==> src/rtl/lcd_pkg.sv <==
// rtl/lcd_pkg.sv - shared types, constants and helpers for the LCD bus scheduler
package lcd_pkg;

    typedef enum logic [2:0] {
        ST_PWRUP,
        ST_IDLE,
        ST_SETUP,
        ST_PULSE,
        ST_HOLD,
        ST_WAIT
    } lcd_state_e;

    localparam int RS_BIT = 9;

    localparam logic [7:0] LCD_CLEAR   = 8'h01;
    localparam logic [7:0] LCD_HOME    = 8'h02;
    localparam logic [7:0] LCD_ENTRY   = 8'h06;
    localparam logic [7:0] LCD_DISP_ON = 8'h0D;
    localparam logic [7:0] LCD_SHIFT_L = 8'h18;
    localparam logic [7:0] LCD_FUNC    = 8'h30;

    // Clear and return-home (0x02 and its 0x03 alias) need the long execution wait.
    function automatic logic is_long_cmd(input logic [9:0] word);
        return !word[RS_BIT] &&
               (word[7:0] == LCD_CLEAR || word[7:0] == LCD_HOME ||
                word[7:0] == (LCD_HOME | 8'h01));
    endfunction

endpackage

==> src/rtl/lcd_bus_scheduler_timer.sv <==
// rtl/lcd_bus_scheduler_timer.sv - loadable down-counter shared by every bus phase
module phase_timer #(
    parameter int               CNT_W   = 20,
    parameter logic [CNT_W-1:0] RST_VAL = '0
) (
    input  logic             clk,
    input  logic             rst,
    input  logic             load,
    input  logic [CNT_W-1:0] load_val,
    output logic [CNT_W-1:0] value,
    output logic             done
);

    assign done = (value == '0);

    always_ff @(posedge clk) begin
        if (rst)
            value <= RST_VAL;
        else if (load)
            value <= load_val;
        else if (!done)
            value <= value - CNT_W'(1);
    end

endmodule

==> src/rtl/lcd_bus_scheduler.sv <==
// rtl/lcd_bus_scheduler.sv - round-robin owner of the HD44780 bus with E timing and execution waits
module lcd_bus_scheduler
    import lcd_pkg::*;
#(
    parameter int T_PWRUP = 750000,
    parameter int T_SETUP = 2,
    parameter int T_EN    = 12,
    parameter int T_HOLD  = 2,
    parameter int T_SHORT = 2000,
    parameter int T_LONG  = 76000,
    parameter int CNT_W   = 20
) (
    input  logic       clk,
    input  logic       rst,
    input  logic       req0_valid,
    input  logic [9:0] req0_word,
    output logic       req0_ready,
    input  logic       req1_valid,
    input  logic [9:0] req1_word,
    output logic       req1_ready,
    output logic       lcd_rs,
    output logic       lcd_rw,
    output logic       lcd_e,
    output logic [7:0] lcd_db,
    output logic       busy,
    output logic       grant_id
);

    if (T_PWRUP > 2**CNT_W || T_SETUP > 2**CNT_W || T_EN > 2**CNT_W ||
        T_HOLD > 2**CNT_W || T_SHORT > 2**CNT_W || T_LONG > 2**CNT_W) begin : g_bad_cnt_w
        $error("lcd_bus_scheduler: a T_* parameter does not fit in CNT_W bits");
    end

    localparam logic [CNT_W-1:0] LD_PWRUP = CNT_W'(T_PWRUP - 1);
    localparam logic [CNT_W-1:0] LD_SETUP = CNT_W'(T_SETUP - 1);
    localparam logic [CNT_W-1:0] LD_EN    = CNT_W'(T_EN - 1);
    localparam logic [CNT_W-1:0] LD_HOLD  = CNT_W'(T_HOLD - 1);
    localparam logic [CNT_W-1:0] LD_SHORT = CNT_W'(T_SHORT - 1);
    localparam logic [CNT_W-1:0] LD_LONG  = CNT_W'(T_LONG - 1);

    lcd_state_e       state_q, state_d;
    logic             tmr_load, tmr_done;
    logic [CNT_W-1:0] tmr_val, tmr_value;
    logic             last_q;
    logic             long_q;
    logic             idle;
    logic [9:0]       win_word;

    phase_timer #(.CNT_W(CNT_W), .RST_VAL(LD_PWRUP)) u_timer (
        .clk      (clk),
        .rst      (rst),
        .load     (tmr_load),
        .load_val (tmr_val),
        .value    (tmr_value),
        .done     (tmr_done)
    );

    // last_q remembers who was served last; on contention the other side wins.
    assign idle       = !rst && (state_q == ST_IDLE);
    assign req0_ready = idle && req0_valid && (!req1_valid || last_q);
    assign req1_ready = idle && req1_valid && (!req0_valid || !last_q);
    assign win_word   = req1_ready ? req1_word : req0_word;
    assign busy       = (state_q != ST_IDLE);
    assign lcd_rw     = 1'b0;

    always_comb begin
        state_d  = state_q;
        tmr_load = 1'b0;
        tmr_val  = '0;
        case (state_q)
            ST_PWRUP: if (tmr_done) state_d = ST_IDLE;
            ST_IDLE: if (req0_ready || req1_ready) begin
                state_d  = ST_SETUP;
                tmr_load = 1'b1;
                tmr_val  = LD_SETUP;
            end
            ST_SETUP: if (tmr_done) begin
                state_d  = ST_PULSE;
                tmr_load = 1'b1;
                tmr_val  = LD_EN;
            end
            ST_PULSE: if (tmr_done) begin
                state_d  = ST_HOLD;
                tmr_load = 1'b1;
                tmr_val  = LD_HOLD;
            end
            ST_HOLD: if (tmr_done) begin
                state_d  = ST_WAIT;
                tmr_load = 1'b1;
                tmr_val  = long_q ? LD_LONG : LD_SHORT;
            end
            ST_WAIT: if (tmr_done) state_d = ST_IDLE;
            default: state_d = ST_PWRUP;
        endcase
    end

    // E is registered from the next state so it tracks PULSE exactly and never glitches.
    always_ff @(posedge clk) begin
        if (rst) begin
            state_q  <= ST_PWRUP;
            lcd_e    <= 1'b0;
            lcd_rs   <= 1'b0;
            lcd_db   <= '0;
            grant_id <= 1'b0;
            last_q   <= 1'b1;
            long_q   <= 1'b0;
        end else begin
            state_q <= state_d;
            lcd_e   <= (state_d == ST_PULSE);
            if (req0_ready || req1_ready) begin
                grant_id <= req1_ready;
                last_q   <= req1_ready;
                lcd_rs   <= win_word[RS_BIT];
                lcd_db   <= win_word[7:0];
                long_q   <= is_long_cmd(win_word);
            end
        end
    end

    a_idle_timer_clear: assert property (@(posedge clk) disable iff (rst)
        (state_q == ST_IDLE) |-> (tmr_value == '0));

endmodule

==> config.mk <==
export PLATFORM = sky130hd
export DESIGN_NAME = lcd_bus_scheduler
export DESIGN_NICKNAME = d
export VERILOG_FILES = /design/src/rtl/lcd_pkg.sv /design/src/rtl/lcd_bus_scheduler_timer.sv /design/src/rtl/lcd_bus_scheduler.sv
export SDC_FILE = /design/constraint.sdc
export NUM_CORES = 1
export LEC_CHECK = 0
export BUFFER_PORTS_ARGS = -buffer_cell sky130_fd_sc_hd__buf_2
export CAP_MARGIN = 25
export CORE_MARGIN = 1
export CORE_UTILIZATION = 59
export CTS_CLUSTER_SIZE = 24
export DETAILED_ROUTE_END_ITERATION = 16
export GPL_ROUTABILITY_DRIVEN = 0
export GPL_TIMING_DRIVEN = 0
export PLACE_DENSITY = 0.94
export SETUP_SLACK_MARGIN = 0.02
export SYNTH_ARGS = -nofsm -noshare
export SYNTH_HDL_FRONTEND = slang
export SYNTH_SLANG_ARGS = --single-unit
==> constraint.sdc <==
create_clock -name clk -period 3.15 [get_ports clk]
set_input_delay 0 -clock clk [delete_from_list [all_inputs] [get_ports clk]]
set_output_delay 0 -clock clk [all_outputs]
set_load 0.01 [all_outputs]
==> metrics.txt <==
Final setup viols 0; Post-DRT Antenna Nets 0; crit path kind reg2reg; Core Area 0.003128 sq mm; Layout area overhead 20.25%; Ys Warns 0; HPWL Detailed 3492 um; CP max FO 10; worst r2r src state_q[0]; Async S/R FF share, synth 0; setup tns final 0 ps; CTS buffer count 5; first-pass GRT wire length 9280 um; hold_ws 20.24 ps; worst setup margin 209.7 ps; wire per inst 17.92 um; Port Buffers 34; #FFs+latches synth 36; power per cell area 323.0 mW/mm^2; slew margin rel. 0.3415; worst slew pin tran 974.1 ps; clk buf depth 2; RSZ-0062 raised after global routing no; drt first-iter violations 191; Fin. Hold Viols 0; Die Width 60.25 um; Cell variety after synth 59; Worst-path clk slew 130 ps; outcome complete, no violations; largest net degree at the start of global routing 12; GR Overflow Total 0; CTS resizes 0; I/O Pins 39; crit-path max cell delay 800 ps; CP Launch Type register; Die Height 60.25 um; die area 0.003630 sq mm; gr usage total 0.3509; crit path from state_q[0]; Clock H-tree levels 2; Sink Count 36; Via-to-Cell Ratio 6.445; Seq/Total Area, Yosys 0.3600; share of cells above drive strength 1 0.2168; Final #Nets 312; achievable clock frequency 340.1 MHz; HP Start req1_word[5]; # diodes 0; worst skew pair latency 370 ps; minimum clock period 2940 ps; initial antenna violation count 0; Syn Nets 258; number of max-cap violations 0; Final Skew 24.53 ps; CP arrival 3210 ps; R2R setup slack 210 ps; Row Count 20; Hold Path Class in2reg; Hold Path Sink lcd_db[5]; number of global-route vias before repair 1,930; pre-CTS setup slack 1001 ps; Post-synth top flop dfxtp_1; Residual DRC 0; post-synthesis cell area 0.002002 sq mm; r2r endpoint lcd_db[0]; Worst Setup End Kind register; CTS tree built; Detailed Route WL 5915 um; cells after synthesis 232; FF-to-FF path depth 6; DR vias 2,127; fin crit share 0.9334; Post-synth EDFFs 0; Synth Area per Inst 8.629 sq um; initial core utilization 0.6400; Final Max Tran Viols 0; Tot Pwr 0.0007776 W; leak pwr 0.9490 nW; slowest CP cell nor4b_1; Root Buffer clkbuf_4; Hold Crit Depth 3; Crit path required time 3420 ps; critical-path cell list buf_6 -> nor4b_1 -> nor2b_1 -> clkbuf_1 -> a311oi_1 -> dlygate4sd3_1; worst-case vdd ir drop 0.2779 mV; First-pass DRT Iterations 5
-- placed cells by master, fill, tap and decap left out, types with 6 or more instances in the layout --
| cell type | Yosys | routed |
|---|---|---|
| inv_1 | 6 | 6 |
| dfxtp_1 | 36 | 36 |
| a21oi_1 | 13 | 13 |
| o21ai_0 | 11 | 11 |
| nor3_1 | 7 | 7 |
| clkbuf_1 | 7 | 7 |
| xnor2_1 | 9 | 9 |
| nor2_1 | 18 | 18 |
| buf_2 | 1 | 35 |
| nand2_1 | 17 | 17 |
| dlygate4sd3_1 | 0 | 13 |
| nor4_1 | 9 | 9 |
| nand3_1 | 8 | 8 |
| mux2i_1 | 6 | 6 |
| xor2_1 | 6 | 6 |
| a211oi_1 | 9 | 9 |
-- layout make-up --
class                   instances  area (sq um)
well taps                      44         55.05
plain buffers                  13         80.08
clock buffers                   5         37.54
clock inverters                 2         12.51
inverters                       6         22.52
multi-input cells             177          1179
fillers                       189         720.7
repair buffers                 47         300.3
flip-flops and latches         36         720.7
-- where the power goes --
group | switching, W | internal, W
combinational | 0.0000344 | 0.0000314
clock | 0.000168 | 0.0000814
sequential | 0.00000417 | 0.000458
-- metrics by stage --
| step | cells | util | cell area [sq um] |
|---|---|---|---|
| after floorplan | 232 | - | 2002 |
| after detailed placement | 310 | 0.7120 | 2227 |
| final | 330 | 0.7696 | 2407 |
| after CTS | 330 | 0.7696 | 2407 |
| after global placement | 310 | 0.7120 | 2227 |
| after global routing | 330 | 0.7696 | 2407 |
-- timing repair --
item,4_1_cts,5_1_grt
hold buffers,13,0
hold endpoints to repair,7,0
setup buffers,0,0
-- cell usage after synthesis (all sizes together), types with 2 or more instances --
cell type / n / area (sq um)
a21oi: 13 / 65.06
nor2: 19 / 73.82
nand2b: 3 / 18.77
a211oi: 9 / 67.56
xor2: 6 / 52.55
and2: 3 / 20.02
inv: 6 / 22.52
clkbuf: 7 / 26.28
a311oi: 2 / 17.52
nor3: 8 / 45.04
a21o: 6 / 46.30
or3b: 2 / 17.52
nand3: 9 / 57.56
dfxtp: 36 / 720.7
nand4b: 2 / 17.52
ha: 2 / 25.02
mux2i: 6 / 60.06
o311ai: 2 / 17.52
or4: 2 / 18.77
o2111ai: 2 / 17.52
nand2: 17 / 63.81
mux2: 2 / 26.27
o211ai: 4 / 30.03
or3: 3 / 20.02
nor4: 9 / 56.30
xnor2: 9 / 78.83
nor4b: 3 / 41.29
nand4: 2 / 12.51
o21ai: 13 / 65.06
buf: 6 / 53.79
nor2b: 3 / 18.77
a31oi: 2 / 18.77
-- cells by family after synthesis --
group                    share of synthesized area
AND/OR/NAND/NOR                             0.2581
AO/OA/AOI/OAI                               0.2075
flip-flops                                  0.3600
buffers and inverters                      0.05125
XOR/XNOR                                   0.06563
multiplexers                               0.04312
adder cells (fa/ha/maj)                    0.01250
other                                     0.001873
-- state kept, by name, indices dropped and copies added, names as in the netlist --
signal         flops
long_q             1
u_timer.value     20
lcd_db             8
lcd_rs             1
state_q            3
last_q             1
lcd_e              1
grant_id           1
-- worst max-delay path, delay by kind of cell, from the launching register on --
family	cells	cell delay [ps]
AND/OR/NAND/NOR	2	1220
buffers and inverters	3	1140
AO/OA/AOI/OAI	1	160
flip-flops	1	340
-- metal layers --
layer  vias up  share of wire  track usage
li1        958              -            -
met1       979           0.40       0.4518
met2       158           0.46       0.5510
met3        32           0.10      0.09524
met4         0          0.036       0.1395
met5         -              0            0
-- worst max-delay path by stage --
stage                             end  slack [ps]  depth (start not counted)
floorplan           u_timer.value[18]        1260                          8
global placement     u_timer.value[3]        1070                          6
detailed placement  u_timer.value[18]        1000                          8
CTS                         lcd_db[0]         670                          6
global route                lcd_db[0]         160                          7
finish                      lcd_db[0]         210                          6
(Power assumes the default switching activity.)
